==> src/rtl/static_buff_pkg.sv <==
// ---------------------------------------------------------------------------
// static_buff_pkg
//
// Shared constants and helpers for the static multi-FIFO buffer scheduler.
//
// Contents:
//   DEF_NUMELEM / DEF_BITDATA / DEF_NUMFIFO : default geometry of the buffer
//   arb_mode_e                             : pop arbitration flavour
//   idx_bits(n)                            : width of an index into n items
//   cnt_bits(n)                            : width of a counter holding 0..n
// ---------------------------------------------------------------------------
package static_buff_pkg;

   localparam int DEF_NUMELEM = 4;
   localparam int DEF_BITDATA = 4;
   localparam int DEF_NUMFIFO = 8;

   typedef enum logic {
      ARB_ROUND_ROBIN = 1'b0,
      ARB_STRICT_PRIO = 1'b1
   } arb_mode_e;

   // An index needs at least one bit, even when there is only one item.
   function automatic int idx_bits(input int n);
      return (n > 1) ? $clog2(n) : 1;
   endfunction

   // One extra bit so a counter can represent the full value n without wrapping.
   function automatic int cnt_bits(input int n);
      return $clog2(n) + 1;
   endfunction

endpackage

==> src/rtl/static_buff_sched_rr_arbiter.sv <==
// ---------------------------------------------------------------------------
// rr_arbiter
//
// Purely combinational arbiter over N requesters. In round-robin mode the
// search starts at the requester just after ptr and wraps around, so the
// last winner has the lowest priority. In strict mode the pointer is ignored
// and the lowest index wins.
//
// Ports:
//   req       in  N     request vector
//   ptr       in  BITN  last granted index (round-robin reference)
//   strict    in  1     1 = fixed priority, index 0 highest
//   grant     out N     one-hot grant
//   grant_idx out BITN  encoded grant index
//   grant_vld out 1     at least one requester was granted
// ---------------------------------------------------------------------------
module rr_arbiter
   import static_buff_pkg::*;
#(
   parameter int N = DEF_NUMFIFO,
   localparam int BITN = idx_bits(N)
) (
   input  logic [N-1:0]    req,
   input  logic [BITN-1:0] ptr,
   input  logic            strict,
   output logic [N-1:0]    grant,
   output logic [BITN-1:0] grant_idx,
   output logic            grant_vld
);

   // Walk the candidates in priority order and keep the first requester.
   // In round-robin mode candidate k is (ptr + k) mod N for k = 1..N, so
   // the pointer itself is visited last. The wrap is a single subtraction
   // because ptr < N and k <= N, which keeps this valid for non-power-of-2 N.
   always_comb begin
      int              sum;
      logic [BITN-1:0] cand;
      grant     = '0;
      grant_idx = '0;
      grant_vld = 1'b0;
      sum       = 0;
      cand      = '0;
      for (int k = 1; k <= N; k++) begin
         if (strict) begin
            sum = k - 1;
         end else begin
            sum = int'(ptr) + k;
            if (sum >= N) begin
               sum = sum - N;
            end
         end
         cand = BITN'(sum);
         if (!grant_vld && req[cand]) begin
            grant_vld   = 1'b1;
            grant_idx   = cand;
            grant[cand] = 1'b1;
         end
      end
   end

endmodule

==> src/rtl/static_buff_sched.sv <==
// ---------------------------------------------------------------------------
// static_buff_sched
//
// Flow-control and scheduling front-end for a statically partitioned
// multi-FIFO buffer of NUMFIFO queues with NUMELEM entries each. The block
// keeps a shadow occupancy count per queue, so it only pushes into queues
// that have room and only pops from queues that hold data. One non-empty
// queue per cycle is popped into a single registered output entry with a
// valid/ready handshake.
//
// The external buffer must be reset by the same rst so that its contents
// and the shadow counts agree after reset.
//
// Build option:
//   SCHED_STRICT_PRIO_EN  defined   : pop grant is the lowest-index
//                                     non-empty queue; RR pointer frozen.
//                         undefined : round-robin starting after the
//                                     last granted queue.
//
// Ports:
//   clk          in  1        clock
//   rst          in  1        asynchronous, active-high reset
//   buf_ready    in  1        buffer ready; no push or pop while low
//   in_vld       in  1        enqueue request
//   in_prt       in  BITFIFO  target queue
//   in_din       in  BITDATA  enqueue data
//   in_rdy       out 1        enqueue accepted this cycle (combinational)
//   buf_push     out 1        push strobe to buffer
//   buf_pu_prt   out BITFIFO  push queue id
//   buf_pu_din   out BITDATA  push data
//   buf_pop      out 1        pop strobe to buffer
//   buf_po_prt   out BITFIFO  pop queue id
//   buf_po_dout  in  BITDATA  buffer head data for buf_po_prt
//   out_vld      out 1        output entry valid (registered)
//   out_rdy      in  1        downstream ready
//   out_prt      out BITFIFO  queue id of output entry
//   out_dout     out BITDATA  output data
//   q_empty      out NUMFIFO  per-queue count == 0
//   q_full       out NUMFIFO  per-queue count == NUMELEM
// ---------------------------------------------------------------------------
module static_buff_sched
   import static_buff_pkg::*;
#(
   parameter int NUMELEM = DEF_NUMELEM,
   parameter int BITDATA = DEF_BITDATA,
   parameter int NUMFIFO = DEF_NUMFIFO,
   localparam int BITELEM = $clog2(NUMELEM),
   localparam int BITFIFO = idx_bits(NUMFIFO)
) (
   input  logic               clk,
   input  logic               rst,
   input  logic               buf_ready,
   input  logic               in_vld,
   input  logic [BITFIFO-1:0] in_prt,
   input  logic [BITDATA-1:0] in_din,
   output logic               in_rdy,
   output logic               buf_push,
   output logic [BITFIFO-1:0] buf_pu_prt,
   output logic [BITDATA-1:0] buf_pu_din,
   output logic               buf_pop,
   output logic [BITFIFO-1:0] buf_po_prt,
   input  logic [BITDATA-1:0] buf_po_dout,
   output logic               out_vld,
   input  logic               out_rdy,
   output logic [BITFIFO-1:0] out_prt,
   output logic [BITDATA-1:0] out_dout,
   output logic [NUMFIFO-1:0] q_empty,
   output logic [NUMFIFO-1:0] q_full
);

   localparam int                 BITCNT    = BITELEM + 1;
   localparam logic [BITCNT-1:0]  CNT_FULL  = BITCNT'(NUMELEM);
   localparam logic [BITCNT-1:0]  CNT_ONE   = BITCNT'(1);
   localparam logic [BITFIFO-1:0] PTR_RESET = BITFIFO'(NUMFIFO - 1);

`ifdef SCHED_STRICT_PRIO_EN
   localparam arb_mode_e ARB_MODE = ARB_STRICT_PRIO;
`else
   localparam arb_mode_e ARB_MODE = ARB_ROUND_ROBIN;
`endif

   logic [BITCNT-1:0]  count [NUMFIFO];
   logic [BITFIFO-1:0] rr_ptr;
   logic [NUMFIFO-1:0] eligible;
   logic [NUMFIFO-1:0] grant;
   logic [NUMFIFO-1:0] push_vec;
   logic [NUMFIFO-1:0] pop_vec;
   logic [BITFIFO-1:0] grant_idx;
   logic               grant_vld;
   logic               prt_in_range;
   logic               take;
   logic               strict;

   assign strict = (ARB_MODE == ARB_STRICT_PRIO);

   // Queue ids beyond NUMFIFO-1 are only representable when NUMFIFO is not
   // a power of two; in that case they must never be accepted.
   generate
      if ((1 << BITFIFO) == NUMFIFO) begin : g_prt_full_range
         assign prt_in_range = 1'b1;
      end else begin : g_prt_partial_range
         assign prt_in_range = (int'(in_prt) < NUMFIFO);
      end
   endgenerate

   // Per-queue status flags straight from the shadow counts. A queue is
   // eligible for popping only if its count at the start of the cycle is
   // non-zero, so a push is never forwarded to the pop side in the same
   // cycle.
   always_comb begin
      q_empty = '0;
      q_full  = '0;
      for (int i = 0; i < NUMFIFO; i++) begin
         q_empty[i] = (count[i] == '0);
         q_full[i]  = (count[i] == CNT_FULL);
      end
   end

   assign eligible = ~q_empty;

   // Enqueue acceptance looks only at the registered full flag. A full
   // queue refuses the push even if it is being popped this very cycle,
   // which keeps in_rdy independent of the pop arbitration.
   always_comb begin
      in_rdy = 1'b0;
      if (buf_ready && prt_in_range) begin
         in_rdy = !q_full[in_prt];
      end
   end

   assign buf_push   = in_vld && in_rdy;
   assign buf_pu_prt = in_prt;
   assign buf_pu_din = in_din;

   rr_arbiter #(
      .N (NUMFIFO)
   ) u_arb (
      .req       (eligible),
      .ptr       (rr_ptr),
      .strict    (strict),
      .grant     (grant),
      .grant_idx (grant_idx),
      .grant_vld (grant_vld)
   );

   // A pop is issued only when the buffer is ready, some queue holds data
   // and the output entry is free or leaving this cycle.
   assign take       = buf_ready && grant_vld && (!out_vld || out_rdy);
   assign buf_pop    = take;
   assign buf_po_prt = grant_idx;

   // One-hot push and pop vectors used to update the counts in parallel.
   always_comb begin
      push_vec = '0;
      if (buf_push) begin
         push_vec[in_prt] = 1'b1;
      end
      pop_vec = take ? grant : '0;
   end

   // Shadow occupancy. A simultaneous push and pop on the same queue
   // cancels out. Because pushes are gated by q_full and pops by q_empty,
   // the counts stay within 0..NUMELEM and never wrap.
   always_ff @(posedge clk or posedge rst) begin
      if (rst) begin
         for (int i = 0; i < NUMFIFO; i++) begin
            count[i] <= '0;
         end
      end else begin
         for (int i = 0; i < NUMFIFO; i++) begin
            case ({push_vec[i], pop_vec[i]})
               2'b10:   count[i] <= count[i] + CNT_ONE;
               2'b01:   count[i] <= count[i] - CNT_ONE;
               default: count[i] <= count[i];
            endcase
         end
      end
   end

   // Round-robin pointer remembers the last granted queue. Resetting it to
   // NUMFIFO-1 makes queue 0 the first one searched. With strict priority
   // the pointer is never advanced.
   always_ff @(posedge clk or posedge rst) begin
      if (rst) begin
         rr_ptr <= PTR_RESET;
      end else if (take && !strict) begin
         rr_ptr <= grant_idx;
      end
   end

   // One-entry output register. It captures the head data of the granted
   // queue on a pop; otherwise it empties when downstream accepts and
   // keeps its last id/data so the outputs do not toggle needlessly.
   always_ff @(posedge clk or posedge rst) begin
      if (rst) begin
         out_vld  <= 1'b0;
         out_prt  <= '0;
         out_dout <= '0;
      end else if (take) begin
         out_vld  <= 1'b1;
         out_prt  <= grant_idx;
         out_dout <= buf_po_dout;
      end else if (out_rdy) begin
         out_vld  <= 1'b0;
      end
   end

endmodule

==> config.mk <==
export PLATFORM = sky130hd
export DESIGN_NAME = static_buff_sched
export DESIGN_NICKNAME = d
export VERILOG_FILES = /design/src/rtl/static_buff_pkg.sv /design/src/rtl/static_buff_sched_rr_arbiter.sv /design/src/rtl/static_buff_sched.sv
export SDC_FILE = /design/constraint.sdc
export NUM_CORES = 1
export LEC_CHECK = 0
export CAP_MARGIN = 20
export CORE_UTILIZATION = 45
export DETAILED_ROUTE_END_ITERATION = 8
export DONT_BUFFER_PORTS = 1
export GPL_ROUTABILITY_DRIVEN = 0
export HOLD_SLACK_MARGIN = 0.1
export PLACE_DENSITY = 0.72
export SLEW_MARGIN = 25
export SYNTH_ARGS = -nofsm -noshare
export SYNTH_HDL_FRONTEND = slang
export SYNTH_SLANG_ARGS = --single-unit
==> constraint.sdc <==
create_clock -name clk -period 5.5 [get_ports clk]
set_input_delay 0.55 -clock clk [delete_from_list [all_inputs] [get_ports clk]]
set_output_delay 0.55 -clock clk [all_outputs]
set_load 0.02 [all_outputs]
## Word-level counts from Yosys, hierarchy flattened

Index checks and enable logic that the tools add are counted.

| operators by class | value |
|---|---|
| add/sub/neg operators | 32 |
| order comparisons | 26 |
| equal/unequal tests | 24 |
| muxes and demuxes | 81 |
| bitwise operators | 8 |
| reductions and logical operators | 46 |

Operators by type and width:

| operator | count |
|---|---|
| $mux 8 | 10 |
| $or 8x8->8 | 7 |
| $mux 3 | 16 |
| $pmux 3 s2 | 8 |
| $sub 3x1->3 const B | 16 |
| $lt 3x4->1 const B | 9 |
| $mux 1 | 29 |
| $ge 4x4->1 const B | 7 |
| $bmux 1 s3 | 9 |
| $demux 1 s3 | 9 |
| $ge 3x1->1 const B | 9 |
| $add 3x1->3 const B | 8 |
| $eq 3x3->1 const B | 8 |
| $logic_not 3->1 | 8 |
| $logic_and 1x1->1 | 19 |
| $reduce_bool 2->1 | 9 |
| $add 3x3->4 const B | 4 |
| $eq 2x1->1 const B | 8 |
| $eq 2x2->1 const B | 8 |
| $logic_not 1->1 | 9 |
| $add 3x2->4 const B | 2 |
| $not 8->8 | 1 |
| $add 3x4->5 const B | 1 |
| $ge 5x4->1 const B | 1 |
| other kinds (2) | 2 |

| storage, ports and cells | value |
|---|---|
| register bits after elaboration | 35 |
| word-level logic and storage cells | 229 |

## Logic depth before layout (Yosys ltp)

| depth | value |
|---|---|
| depth in word-level cells | 32 |
| depth in mapped cells | 20 |

## Modules after synthesis

A second synthesis with hierarchy kept.

| unflattened totals | value |
|---|---|
| cells, all modules | 442 |
| area, all modules | 3671.0 µm² |

Modules (own cells, without submodules):

| module | instances | cells each | area each (µm²) |
|---|---|---|---|
| static_buff_sched | 1 | 219 | 2113.3 |
| rr_arbiter | 1 | 223 | 1557.7 |

## Worst setup path after synthesis

No wires, ideal clock.

| timing | value |
|---|---|
| kind | register to register |
| start | reg rr_ptr[1] |
| end | reg count[11] (netlist bit) |
| setup time | 0.079 ns |
| data arrival time | 4.765 ns |
| required time | 5.421 ns |
| setup slack | 0.656 ns |
| stages on the path, launching flop included | 18 |
| cells stage by stage | dfstp_2 > clkbuf_1 > inv_2 > ha_1 > mux4_2 > a211o_1 > or4b_1 > buf_6 > nor4b_4 > nand2_1 > and3_1 > a211oi_2 > ha_1 > inv_1 > fa_1 > xor2_1 > nor2_1 > xor2_1 |

| between the ends | value |
|---|---|
| word-level cells in the longest chain between the ends | 32 |

RTL lines:

| item | RTL line | RTL |
|---|---|---|
| start, declared | static_buff_sched.sv:83 | `logic [BITFIFO-1:0] rr_ptr;` |
| start signal, assigned | static_buff_sched.sv:187 | `rr_ptr <= grant_idx;` |
| parallel branches: the longest is 29 deep, another holds $add 3x1->4 | -- |  |
| $mux 8 (*) | static_buff_sched.sv:158 | `pop_vec = take ? grant : '0;` |
| $eq 2x1->1 or $eq 2x2->1 (tied branches) | static_buff_sched.sv:171 | `case ({push_vec[i], pop_vec[i]})` |
| $pmux 3 s2 or $reduce_bool 2->1 (tied branches) | -- |  |
| end signal, assigned by index | static_buff_sched.sv:172 | `2'b10: count[i] <= count[i] + CNT_ONE;` |
| end signal, assigned by index | static_buff_sched.sv:173 | `2'b01: count[i] <= count[i] - CNT_ONE;` |
| end signal, assigned by index | static_buff_sched.sv:174 | `default: count[i] <= count[i];` |
| end, declared | static_buff_sched.sv:82 | `logic [BITCNT-1:0] count [NUMFIFO];` |

Every way passes the cells marked *. The select of a mux whose other input is x is not followed.
A chain may end at the register's enable or synchronous reset.

## Final worst setup path

| timing | value |
|---|---|
| start | reg rr_ptr[1] |
| end | reg count[23] (netlist bit) |

Same word-level chain as after synthesis.

==> metrics.md <==
| Metric | Value |
|---|---|
| Outcome | `completed` |
| ANT cells | `0` |
| Clk_skew | `2.24 ps` |
| Share of post-route cells with drive strength above 1 | `0.134` |
| Mux share of post-synthesis cell area | `0.137` |
| Fmax | `approximately 190 MHz` |
| DR DRC count | `0` |
| TritonCTS Buffers | `5` |
| Worst setup EP type | `flop` |
| Global Route Usage Sum | `0.224` |
| Core area | `a little under 7000 µm²` |
| Min-Delay Path Class | `in -> async` |
| Reg clk slew, reported paths | `around 70 ps` |
| Row cnt | `30` |
| FF+latch area | `880 µm²` |
| Cells after synthesis | `approximately 350` |
| Hold Buf Count CTS | `0` |
| Worst EP required | `5710 ps` |
| Post-Synth XOR/XNOR Area | `0.0748` |
| Crit Path Class | `reg -> reg` |
| Synth Area in Simple Gates | `0.195` |
| Clk sinks | `35` |
| Ys async rst share | `1.00` |
| Worst skew pair latency | `just under 300 ps` |
| I/O Pins | `53` |
| Post-synth top flop | `dfrtp_1` |
| Fillers | `about 650` |
| Post-Syn Nets | `390` |
| Arr. time, crit path | `5380 ps` |
| Initial antenna violation count | `0` |
| CP endpoint | `count[23]` |
| RSZ-0062 raised after global routing | `no` |
| Hold_ws | `243 ps` |
| Critical Path, Cell by Cell | `inv_2, ha_1, buf_4, nor4_1, a211o_1, a21oi_1, or4b_1, nor4_1, o21ai_1, and3_1, a211oi_1, ha_1, inv_1, fa_1, xor2_1, nor2_1, xor2_1` |
| Die X | `87.4 µm` |
| Post-CTS Setup Repair Bufs | `0` |
| Startpoint types | `flop` |
| R2r startpoint | `rr_ptr[1]` |
| Remaining antenna violation count | `0` |
| Area of the multi-input gates | `2140 µm²` |
| CTS tree | `done` |
| Sequential area share after synthesis | `0.268` |
| Reg2Reg Depth | `17` |
| Full die area | `7630 µm²` |
| R2R Setup Slk | `330 ps` |
| Main combinational cell family by area after synthesis | `simple AND/OR/NAND/NOR gates` |
| Slew headroom | `0.462` |
| Post-synthesis cell area | `3280 µm²` |
| Dpl hpwl | `6220 µm` |
| Largest net degree at the start of global routing | `36` |
| Global-route wire length before repair | `13,100 µm` |
| Post-route setup TNS | `0 ps` |
| Vias in the first global route | `2,637` |
| Initial core utilization | `0.475` |
| Via Count | `2,704` |
| Wirelength per Cell | `approximately 18 µm` |
| Post-synth top area cell | `dfrtp_1` |
| Register bit total from synthesis | `35` |
| Synth Area in Adders | `0.102` |
| Reg-to-Reg End | `count[23]` |
| Syn-to-layout area delta | `6.26%` |
| Worst-path cell with the longest stage delay | `or4b_1` |
| Mean Syn Cell Area | `9.32 µm²` |
| DRT Wirelength | `7970 µm` |
| Max_cap viols | `0` |
| Setup Viol. Count Final | `0` |
| Worst Tran Pin Value | `787 ps` |
| Die Ht | `~87 µm` |
| Yosys cell types | `64` |
| Synth top area share | `0.244` |
| Drt pass-1 iters | `5` |
| Root buffer cell | `clkbuf_8` |
| Final Cycle Share | `0.939` |
| Final Hold Viols | `0` |
| Resize count post-CTS | `0` |
| Syn. warnings | `0` |
| Slew Limit Fails | `0` |
| Fin crit period | `just over 5000 ps` |
| Vias per cell | `about 6` |
| H-tree levels | `2` |
| Nets | `approximately 390` |
| DR iter-0 viols | `330` |
| Post-synthesis compound-gate area fraction | `0.143` |
| Number of flops mapped to enable cells by yosys | `0` |
| Worst setup path start | `rr_ptr[1]` |
| Total gr overflow | `0` |
| Most area-consuming cells after synthesis | `dfrtp_1 (24%), mux2i_1 (6.4%), mux4_2 (6.2%), ha_1 (5.3%), fa_1 (4.9%)` |
| Clk buf depth | `2` |
| Crit Path Max Fanout | `11` |
| PortBufs | `0` |
| Largest stage delay, worst path | `680 ps` |
## kinds of logic after synthesis
logic type / count (synthesis)
DFF: 35
xor gates and xnor gates: 28
and+or+nand+nor: 118
muxes: 32
buffers and inverters: 59
adders and majority gates: 22
AOI/OAI and AO/OA: 58
## per-layer routing
layer / vias up / share of wire / GRT usage / wire [µm]
met1: 1296 / 0.45 / 0.312 / 3580
li1: 1252 / - / - / -
met2: 138 / 0.46 / 0.354 / 3670
met5: - / 0 / 0 / 0
met4: 0 / 0.019 / 0.0700 / 153
met3: 18 / 0.071 / 0.0389 / 566
## worst min path at each step
stage / slack, ps / endpoint / from / cells after the start
2_1_floorplan: 450 / count[20] / count[20] / 1
3_3_place_gp: 470 / count[2] / count[2] / 1
3_5_place_dp: 480 / count[21] / count[21] / 1
4_1_cts: 260 / out_dout[2] / rst / 2
5_1_grt: 290 / out_dout[2] / rst / 2
6_report: 240 / out_dout[2] / rst / 2
## cells in the final DEF (no fill, tap or decap), drive strengths merged, types with 6 or more instances in the layout
cell type | netlist | final
inv | 41 | 41
nand2 | 36 | 36
dfrtp | 32 | 32
nor2 | 25 | 25
mux2i | 21 | 21
xor2 | 18 | 18
ha | 14 | 14
and3 | 13 | 13
xnor2 | 10 | 10
buf | 13 | 10
mux4 | 10 | 10
a211oi | 9 | 9
or3 | 9 | 9
fa | 8 | 8
nor3 | 7 | 7
a21oi | 6 | 6
clkbuf | 5 | 6
o21ai | 6 | 6
## cell type report
cell class                      count  share of cell area
Timing Repair Buffer               10              0.0215
Multi-Input combinational cell    258               0.614
Clock buffer                        6              0.0237
Sequential cell                    35               0.252
Inverter                           41              0.0442
Tap cell                           96              0.0345
Clock inverter                      2              0.0101
## critical path: cells and delay by family (launching register included)
kind | cells | cell delay (ps)
and+or+nand+nor | 5 | 1990
adders and majority gates | 3 | 1040
AOI/OAI and AO/OA | 4 | 830
DFF | 1 | 540
buffers and inverters | 3 | 380
xor gates and xnor gates | 2 | 310
## cell usage after synthesis (all sizes together) (3+ instances only)
cell type / instances
a2111oi: 5
a211o: 3
a211oi: 9
a21oi: 6
a22o: 3
and2: 3
and3: 13
buf: 13
clkbuf: 5
dfrtp: 32
dfstp: 3
fa: 8
ha: 14
inv: 41
mux2i: 21
mux4: 10
nand2: 36
nand2b: 3
nand3: 5
nand4: 4
nor2: 25
nor3: 7
nor4: 5
o211a: 4
o21ai: 6
or3: 9
xnor2: 10
xor2: 18
## stage by stage
| step | instance area (µm²) | instances | setup WS (ps) | util |
|---|---|---|---|---|
| 4_1_cts | 3480 | 448 | 393 | 0.505 |
| 6_report | 3480 | 448 | 333 | 0.505 |
| 3_5_place_dp | 3370 | 440 | 457 | 0.488 |
| 5_1_grt | 3480 | 448 | 45.8 | 0.505 |
| 2_1_floorplan | 3280 | 352 | 656 | - |
| 3_3_place_gp | 3370 | 440 | 570 | 0.488 |
## state kept, by name, summed over array words and instances, names as in the netlist
register / flops
out_prt: 3
out_dout: 4
rr_ptr: 3
count: 24
out_vld: 1
Power is left out: the tool's default activity adds up to more than one toggle a clock period on the data nets, which glitch-free logic cannot reach.
